==> src/rtl/gpr_wr_arbiter_if.sv <==
// Bundle of the GPR write-port arbiter signals: requester side in, GPR pins and
// hazard/debug info out. The master side drives requests; the slave is the arbiter.
interface gpr_wr_arbiter_if #(
  parameter int NUM_REQ = 3,
  parameter int AW      = 3,
  parameter int DW      = 8
);
  logic                  hold;
  logic [NUM_REQ-1:0]    req_valid;
  logic [NUM_REQ*AW-1:0] req_addr;
  logic [NUM_REQ*DW-1:0] req_data;
  logic [NUM_REQ-1:0]    req_ready;
  logic                  w_enable;
  logic [AW-1:0]         w_addr;
  logic [DW-1:0]         w_data;
  logic [(2**AW)-1:0]    busy;
  logic [2:0]            grant_idx;

  modport master (
    output hold, req_valid, req_addr, req_data,
    input  req_ready, w_enable, w_addr, w_data, busy, grant_idx
  );

  modport slave (
    input  hold, req_valid, req_addr, req_data,
    output req_ready, w_enable, w_addr, w_data, busy, grant_idx
  );
endinterface

==> src/rtl/gpr_wr_arbiter.sv <==
// Round-robin arbiter sharing the single GPR write port among NUM_REQ writeback
// sources. Grants are combinational; the winning write is registered into the
// GPR pins one cycle later. busy flags the register targeted by the write
// currently sitting in the output stage so decode can stall on it.
module gpr_wr_arbiter #(
  parameter int NUM_REQ = 3,
  parameter int AW      = 3,
  parameter int DW      = 8
) (
  input  logic             clk,
  input  logic             rst,
  gpr_wr_arbiter_if.slave  bus
);
  localparam int PW = (NUM_REQ > 1) ? $clog2(NUM_REQ) : 1;
  localparam int BW = 2**AW;

  logic [PW-1:0] rr_ptr_q, rr_ptr_d;
  logic [2:0]    grant_idx_q, grant_idx_d;
  logic          w_enable_q, w_enable_d;
  logic [AW-1:0] w_addr_q, w_addr_d;
  logic [DW-1:0] w_data_q, w_data_d;

  logic          grant_any;
  logic [PW-1:0] grant_sel;
  logic [PW:0]   cand_sum;

  logic [AW-1:0] addr_arr [NUM_REQ];
  logic [DW-1:0] data_arr [NUM_REQ];

  // Unpack the flat request buses and form the one-hot ready vector.
  for (genvar gi = 0; gi < NUM_REQ; gi++) begin : g_req
    assign addr_arr[gi]      = bus.req_addr[gi*AW +: AW];
    assign data_arr[gi]      = bus.req_data[gi*DW +: DW];
    assign bus.req_ready[gi] = grant_any && (grant_sel == PW'(gi));
  end

  // Search from rr_ptr upward (wrapping) for the first valid requester.
  // No grants while held or while reset is asserted.
  always_comb begin
    grant_any = 1'b0;
    grant_sel = '0;
    cand_sum  = '0;
    if (!rst && !bus.hold) begin
      for (int k = 0; k < NUM_REQ; k++) begin
        cand_sum = {1'b0, rr_ptr_q} + (PW+1)'(k);
        if (cand_sum >= (PW+1)'(NUM_REQ)) begin
          cand_sum = cand_sum - (PW+1)'(NUM_REQ);
        end
        if (!grant_any && bus.req_valid[cand_sum[PW-1:0]]) begin
          grant_any = 1'b1;
          grant_sel = cand_sum[PW-1:0];
        end
      end
    end
  end

  // Next-state for pointer, debug index and the registered write port.
  always_comb begin
    rr_ptr_d    = rr_ptr_q;
    grant_idx_d = grant_idx_q;
    w_enable_d  = 1'b0;
    w_addr_d    = w_addr_q;
    w_data_d    = w_data_q;
    if (grant_any) begin
      rr_ptr_d    = (grant_sel == PW'(NUM_REQ-1)) ? '0 : grant_sel + PW'(1);
      grant_idx_d = 3'(grant_sel);
      w_enable_d  = 1'b1;
      w_addr_d    = addr_arr[grant_sel];
      w_data_d    = data_arr[grant_sel];
    end
  end

  // State registers; reset drops any in-flight write immediately.
  always_ff @(posedge clk or posedge rst) begin
    if (rst) begin
      rr_ptr_q    <= '0;
      grant_idx_q <= '0;
      w_enable_q  <= 1'b0;
      w_addr_q    <= '0;
      w_data_q    <= '0;
    end else begin
      rr_ptr_q    <= rr_ptr_d;
      grant_idx_q <= grant_idx_d;
      w_enable_q  <= w_enable_d;
      w_addr_q    <= w_addr_d;
      w_data_q    <= w_data_d;
    end
  end

  assign bus.w_enable  = w_enable_q;
  assign bus.w_addr    = w_addr_q;
  assign bus.w_data    = w_data_q;
  assign bus.grant_idx = grant_idx_q;
  assign bus.busy      = w_enable_q ? (BW'(1) << w_addr_q) : '0;
endmodule

==> src/flat_wrapper.sv <==
// flat-port wrapper written by rule: the top's interface ports become plain ports
module gpr_wr_arbiter_flat 
#(
  parameter int NUM_REQ = 3,
  parameter int AW      = 3,
  parameter int DW      = 8
)
  (clk, rst, bus_hold, bus_req_valid, bus_req_addr, bus_req_data, bus_req_ready, bus_w_enable, bus_w_addr, bus_w_data, bus_busy, bus_grant_idx);
  gpr_wr_arbiter_if #(.NUM_REQ(NUM_REQ), .AW(AW), .DW(DW)) bus_i ();
  input  logic clk;
  input  logic rst;
  input wire logic [$bits(bus_i.hold)-1:0] bus_hold;
  input wire logic [$bits(bus_i.req_valid)-1:0] bus_req_valid;
  input wire logic [$bits(bus_i.req_addr)-1:0] bus_req_addr;
  input wire logic [$bits(bus_i.req_data)-1:0] bus_req_data;
  output wire logic [$bits(bus_i.req_ready)-1:0] bus_req_ready;
  output wire logic [$bits(bus_i.w_enable)-1:0] bus_w_enable;
  output wire logic [$bits(bus_i.w_addr)-1:0] bus_w_addr;
  output wire logic [$bits(bus_i.w_data)-1:0] bus_w_data;
  output wire logic [$bits(bus_i.busy)-1:0] bus_busy;
  output wire logic [$bits(bus_i.grant_idx)-1:0] bus_grant_idx;
  assign bus_i.hold = bus_hold;
  assign bus_i.req_valid = bus_req_valid;
  assign bus_i.req_addr = bus_req_addr;
  assign bus_i.req_data = bus_req_data;
  assign bus_req_ready = bus_i.req_ready;
  assign bus_w_enable = bus_i.w_enable;
  assign bus_w_addr = bus_i.w_addr;
  assign bus_w_data = bus_i.w_data;
  assign bus_busy = bus_i.busy;
  assign bus_grant_idx = bus_i.grant_idx;
  gpr_wr_arbiter #(.NUM_REQ(NUM_REQ), .AW(AW), .DW(DW)) u_core (.clk(clk), .rst(rst), .bus(bus_i));
endmodule
==> config.mk <==
export PLATFORM = sky130hd
export DESIGN_NAME = gpr_wr_arbiter_flat
export DESIGN_NICKNAME = d
export VERILOG_FILES = /design/src/rtl/gpr_wr_arbiter_if.sv /design/src/rtl/gpr_wr_arbiter.sv /design/src/flat_wrapper.sv
export SDC_FILE = /design/constraint.sdc
export NUM_CORES = 1
export LEC_CHECK = 0
export CAP_MARGIN = 20
export CORE_MARGIN = 10
export CORE_UTILIZATION = 38
export CTS_CLUSTER_DIAMETER = 120
export DETAILED_ROUTE_END_ITERATION = 10
export PLACE_DENSITY = 0.84
export SLEW_MARGIN = 20
export SYNTH_ARGS = -nofsm -noshare
export SYNTH_HDL_FRONTEND = slang
export SYNTH_SLANG_ARGS = --single-unit
==> constraint.sdc <==
create_clock -name clk -period 3.8 [get_ports clk]
set_input_delay 1.14 -clock clk [delete_from_list [all_inputs] [get_ports clk]]
set_output_delay 1.14 -clock clk [all_outputs]
set_load 0.02 [all_outputs]
## After elaboration in Yosys (flattened, before gate mapping)

Index checks and enable logic that the tools add are counted.

- Bits in registers: 16
- Latch bits: 0
- Bits in writable memories: 0
- ROM bits: 0
- Bits of input ports: 39
- Output and inout bits: 26
- Word-level logic and storage cells: 64
- Memories: 0

- Add/subtract/negate cells: 6
- Multiply operators: 0
- Divide/modulo/power cells: 0
- $lt $le $gt $ge: 7
- Equality and inequality tests: 2
- Shifts and indexed selects: 1
- Multiplexer cells: 31
- Bitwise gates (word level): 1
- Reductions and logical operators: 11

Operators with widths:

| operator | count |
|---|---|
| $mux W8 | 3 |
| $mux W2 | 11 |
| $bmux W8 S2 | 1 |
| $mux W1 | 10 |
| $lt A2 B3 Y1 const B | 3 |
| $shl A1 B3 Y8 const A | 1 |
| $bmux W1 S2 | 3 |
| $bmux W3 S2 | 1 |
| $ge A3 B2 Y1 const B | 2 |
| $logic_and A1 B1 Y1 | 6 |
| $mux W3 | 2 |
| $sub A2 B2 Y2 const B | 3 |
| $logic_not A1 Y1 | 4 |
| $add A2 B1 Y3 const B | 1 |
| $add A2 B2 Y3 const B | 1 |
| $ge A3 B3 Y1 const B | 1 |
| $not A2 Y3 | 1 |
| $add A2 B1 Y2 const B | 1 |
| $eq A2 B1 Y1 const B | 1 |
| $eq A2 B2 Y1 const B | 1 |
| $ge A2 B2 Y1 const B | 1 |
| $logic_not A2 Y1 | 1 |

## Depth between registers and ports, before layout

- Depth in word-level cells: 19
- Mapped depth: 12

## Worst setup path after synthesis

Ideal clock, no wire load.

- Kind: input to output
- Start: input bus_req_valid[2]
- End: output bus_req_ready[0]
- Data arrival time: 2.513 ns
- Required time: 2.660 ns
- Path slack: 0.147 ns
- Cell stages on the path: 7
- Path buffers: 1
- Path through: mux2i_1 -> o221ai_1 -> o21bai_2 -> o221ai_2 -> buf_2 -> nand2_1 -> nor2_1

- Longest elaborated chain between the ends: 14
- Elaborated cells on any way between the ends: 22
- Those cells by class: 16 x mux; 6 x reduce/logical

Ends and longest elaborated chain:

| item | line | source |
|---|---|---|
| start, declared | flat_wrapper.sv:13 | `input wire logic [$bits(bus_i.req_valid)-1:0] bus_req_valid;` |
| $bmux W1 S2 | gpr_wr_arbiter.sv:49 | `if (!grant_any && bus.req_valid[cand_sum[PW-1:0]]) begin` |
| $mux W1 (implied by the code) | gpr_wr_arbiter.sv:49 |  |
| $mux W1 | gpr_wr_arbiter.sv:49 |  |
| $mux W1 | gpr_wr_arbiter.sv:43 | `if (!rst && !bus.hold) begin` |
| $logic_not A1 Y1 | gpr_wr_arbiter.sv:49 |  |
| $logic_and A1 B1 Y1 | gpr_wr_arbiter.sv:49 |  |
| $mux W1 | gpr_wr_arbiter.sv:49 |  |
| $mux W1 | gpr_wr_arbiter.sv:43 |  |
| $logic_not A1 Y1 | gpr_wr_arbiter.sv:49 |  |
| $logic_and A1 B1 Y1 | gpr_wr_arbiter.sv:49 |  |
| $mux W2 | gpr_wr_arbiter.sv:49 |  |
| $mux W2 | gpr_wr_arbiter.sv:43 |  |
| $logic_not A2 Y1 | gpr_wr_arbiter.sv:34 | `assign bus.req_ready[gi] = grant_any && (grant_sel == PW'(gi));` |
| $logic_and A1 B1 Y1 * | gpr_wr_arbiter.sv:34 |  |
| end, declared | flat_wrapper.sv:16 | `output wire logic [$bits(bus_i.req_ready)-1:0] bus_req_ready;` |

Every way passes the cells marked *; elsewhere a longest branch is shown, timed or not. The select of a mux whose other input is x is not followed.

## Worst setup path after layout

- Start: input bus_req_valid[1]
- End: output bus_req_ready[0]

The elaborated chain is that of the path after synthesis.

==> results.yml <==
critical_path:
  reg2reg_to: "u_core.bus.w_data[1]$_DFFE_PP0P_"
  crit_type: "in -> out"
  r2r_slack_ns: 1.30
  reg2reg_from: "u_core.rr_ptr_q[1]$_DFFE_PP0P_"
  path_max_fanout: 7
  max_stage_delay_ns: 0.34
  path_cells: "clkbuf_2 > inv_2 > o221a_1 > o32a_1 > or2_4 > nand2_1 > nor2_1 > buf_4"
  cp.depth: 8
  worst_setup_path_end_kind: "output port"
  cp_slowest_cell: "o32a_1"
  worstPathArrival_ns: 2.51
  r2r_cells: 10
  critPathBufInv: 3
  crit_start: "bus_req_valid[1]"
  critPathLaunchType: "primary input"
  cp_data_required_time_ns: 2.66
  crit_end: "bus_req_ready[0]"
  critPathTopFamily: "compound AO/OA/AOI/OAI gates"
synth:
  synth_fp_nets: 193
  synth_commonest_cells: "19 x nor2_1, 16 x dfrtp_1, 16 x inv_1"
  syn_inst: 150
  synth_area_um2: 1170
  syn_area_per_cell_um2: 7.79
  synth_ff_type: "dfrtp_1"
  ys_seq_area_frac: 0.343
  synth_edf_count: 0
  yosys-top-cells-area: "dfrtp_1 34%, nor2_1 6.1%, a31oi_1 5.4%, inv_1 5.1%, a21oi_1 4.3%"
  synth_top_cell_by_area: "dfrtp_1"
  yosys.cell_count.top_type: "nor2_1"
  ys_warn_count: 0
  synthArstFlopShare: 1.00
  synth_cell_type_count: 36
  synth-seq-cells: 16
  synth_top_area_share: 0.343
cells_and_area:
  antenna_cells: 0
  final_nets: 263
  fin_cells: 252
  drive_above_1_share: 0.164
  syn_to_final_growth_pct: 62.6
  design_area_um2: 1900
clock_tree:
  clk_pin_slew_worst_paths_ns: 0.09
  clk-insertion-delay-late_ns: 0.29
  cts_hold_buffers: 0
  cts_max_path_buffers: 2
  cts_buffers: 3
  cts_tree: "done"
  htree_levels: 1
  cts-root-buf: "clkbuf_4"
  clock-sinks: 16
drt:
  ant_nets: 0
  drt-total-wl_um: 3730
  wl_per_cell_um: 14.8
  avgViaCountPerCell: 5.09
  vias: 1282
  route.detailed.drc: 0
  first_pass_iters: 4
  drt_iter0_drc: 69
floorplan:
  row_count: 20
  die_area_um2: 5690
  die_w_um: 75.5
  dieHeight_um: 75.5
  initial_utilization: 0.389
  ios: 65
  core_area_um2: 3000
pwr:
  peakVddDrop_mv: 0.295
  internal_power_uw: 734
  p_seq_frac: 0.235
  p_leak_nw: 0.859
  p_switching_uw: 578
  p_comb_frac: 0.677
  p_sw_frac: 0.440
  powerDensity_nw_per_um2: 690
  clkPwrFrac: 0.088
global_route:
  grt_pass1_vias: 1243
  grt_overflow_total: 0
  grt_max_degree: 17
  grt_pass1_wl_um: 5750
  antenna_found_initial: 0
  grt_use_total: 0.129
timing:
  post-route-min-period_ns: 3.65
  slew_headroom: 0.580
  period_share: 0.960
  hold_viol_final: 0
  worst_slew_pin_slew_ns: 0.630
  finClkSkew_ns: 0.00534
  timing.fmax_ghz: 0.274
  finalSetupViolations: 0
  rsz0062_at_grt: "false"
  maxSlewViolCount: 0
placed_design:
  dp.cells: 248
  placed_area_um2: 1860
  gp_congestion: 0.805
  port_buffers: 63
  dp.final_hpwl_um: 2970
status:
  outcome: "completed"
worst_hold_path:
  min-delay-start: "u_core.bus.grant_idx[1]$_DFFE_PP0P_"
  hp-class: "reg -> reg"
run:
  cap_violations: 0
metal layers:
layer	track usage	vias to the layer above	routed length, µm
li1	-	648	-
met4	0.0577	0	114
met2	0.226	43	1820
met1	0.134	582	1500
met5	0	-	0
met3	0.0482	9	300
logic make-up after synthesis:
logic type	count (synthesis)	share of synthesized area
AO/OA/AOI/OAI	35	0.206
buffers and inverters	28	0.118
flip-flops	16	0.343
adder cells (fa/ha/maj)	4	0.0428
other	1	0.00321
AND/OR/NAND/NOR	62	0.254
multiplexers	4	0.0343
area by class of cell:
class,count,area (µm²)
well taps,33,41.3
fillers,282,1100
clock buffers,4,36.3
flip-flops and latches,16,400
multi-input cells,106,661
repair buffers,74,686
inverters,19,76.3
flip-flops by register name, indices dropped and copies added (netlist names):
signal and count:
u_core.bus.grant_idx 2, u_core.rr_ptr_q 2, u_core.bus.w_data 8, u_core.bus.w_addr 3, u_core.bus.w_enable 1
worst reg2reg max path, delay by kind of cell (launching register included):
family | cells | cell delay [ns]
adders and majority gates | 1 | 0.33
DFF | 1 | 0.41
muxes | 1 | 0.27
and+or+nand+nor | 2 | 0.51
buffers and inverters | 3 | 0.42
AOI/OAI and AO/OA | 3 | 0.47
worst min-delay path by stage:
stage                                                endpoint  slack [ns]  cells after the start
final                     u_core.bus.grant_idx[1]$_DFFE_PP0P_        0.49                      2
after global routing      u_core.bus.grant_idx[1]$_DFFE_PP0P_        0.52                      2
after CTS                 u_core.bus.grant_idx[1]$_DFFE_PP0P_        0.49                      2
after detailed placement  u_core.bus.grant_idx[1]$_DFFE_PP0P_        0.47                      2
after global placement    u_core.bus.grant_idx[1]$_DFFE_PP0P_        0.47                      2
after floorplan                u_core.rr_ptr_q[0]$_DFFE_PP0P_        0.50                      2
power groups by stage:
| stage | logic (mW) | clock network [mW] | registers [mW] |
|---|---|---|---|
| after global placement | 0.852 | 0 | 0.310 |
| final | 0.888 | 0.115 | 0.308 |
| after detailed placement | 0.862 | 0 | 0.314 |
| after global routing | 0.966 | 0.124 | 0.324 |
| after CTS | 0.879 | 0.118 | 0.310 |
| after floorplan | 0.436 | 0 | 0.394 |
through the flow:
stage	worst slack (ns)	utilization	hold slack (ns)	total power [mW]	TNS [ns]
after floorplan	0.147	-	0.503	0.830	0
after global placement	-0.726	0.620	0.467	1.16	-2.01
after detailed placement	-0.773	0.620	0.469	1.18	-2.11
after CTS	0.0119	0.633	0.493	1.31	0
after global routing	0.0682	0.633	0.519	1.41	0
final	0.150	0.633	0.488	1.31	0
repair_timing:
item	in CTS	in global routing
setup endpoints to repair	3	2
buffers inserted	0	0
resized for setup	21	7
pin swaps	2	2
gates cloned	0	0
layout by cell type (no fill, tap or decap), types with 3 or more instances in the layout:
cell	synthesis	layout
clkdlybuf4s50_1	0	57
nor2_1	19	19
inv_1	16	16
dfrtp_1	16	16
nand2_1	12	12
buf_4	1	12
nand3_1	10	10
a21oi_1	10	10
a31oi_1	10	10
or2_1	7	6
nand2b_1	4	4
or2_2	4	4
ha_1	4	4
mux2i_1	4	3
clkbuf_4	0	3
clkbuf_2	0	3
No activity file was read; power rests on OpenSTA's default activity.
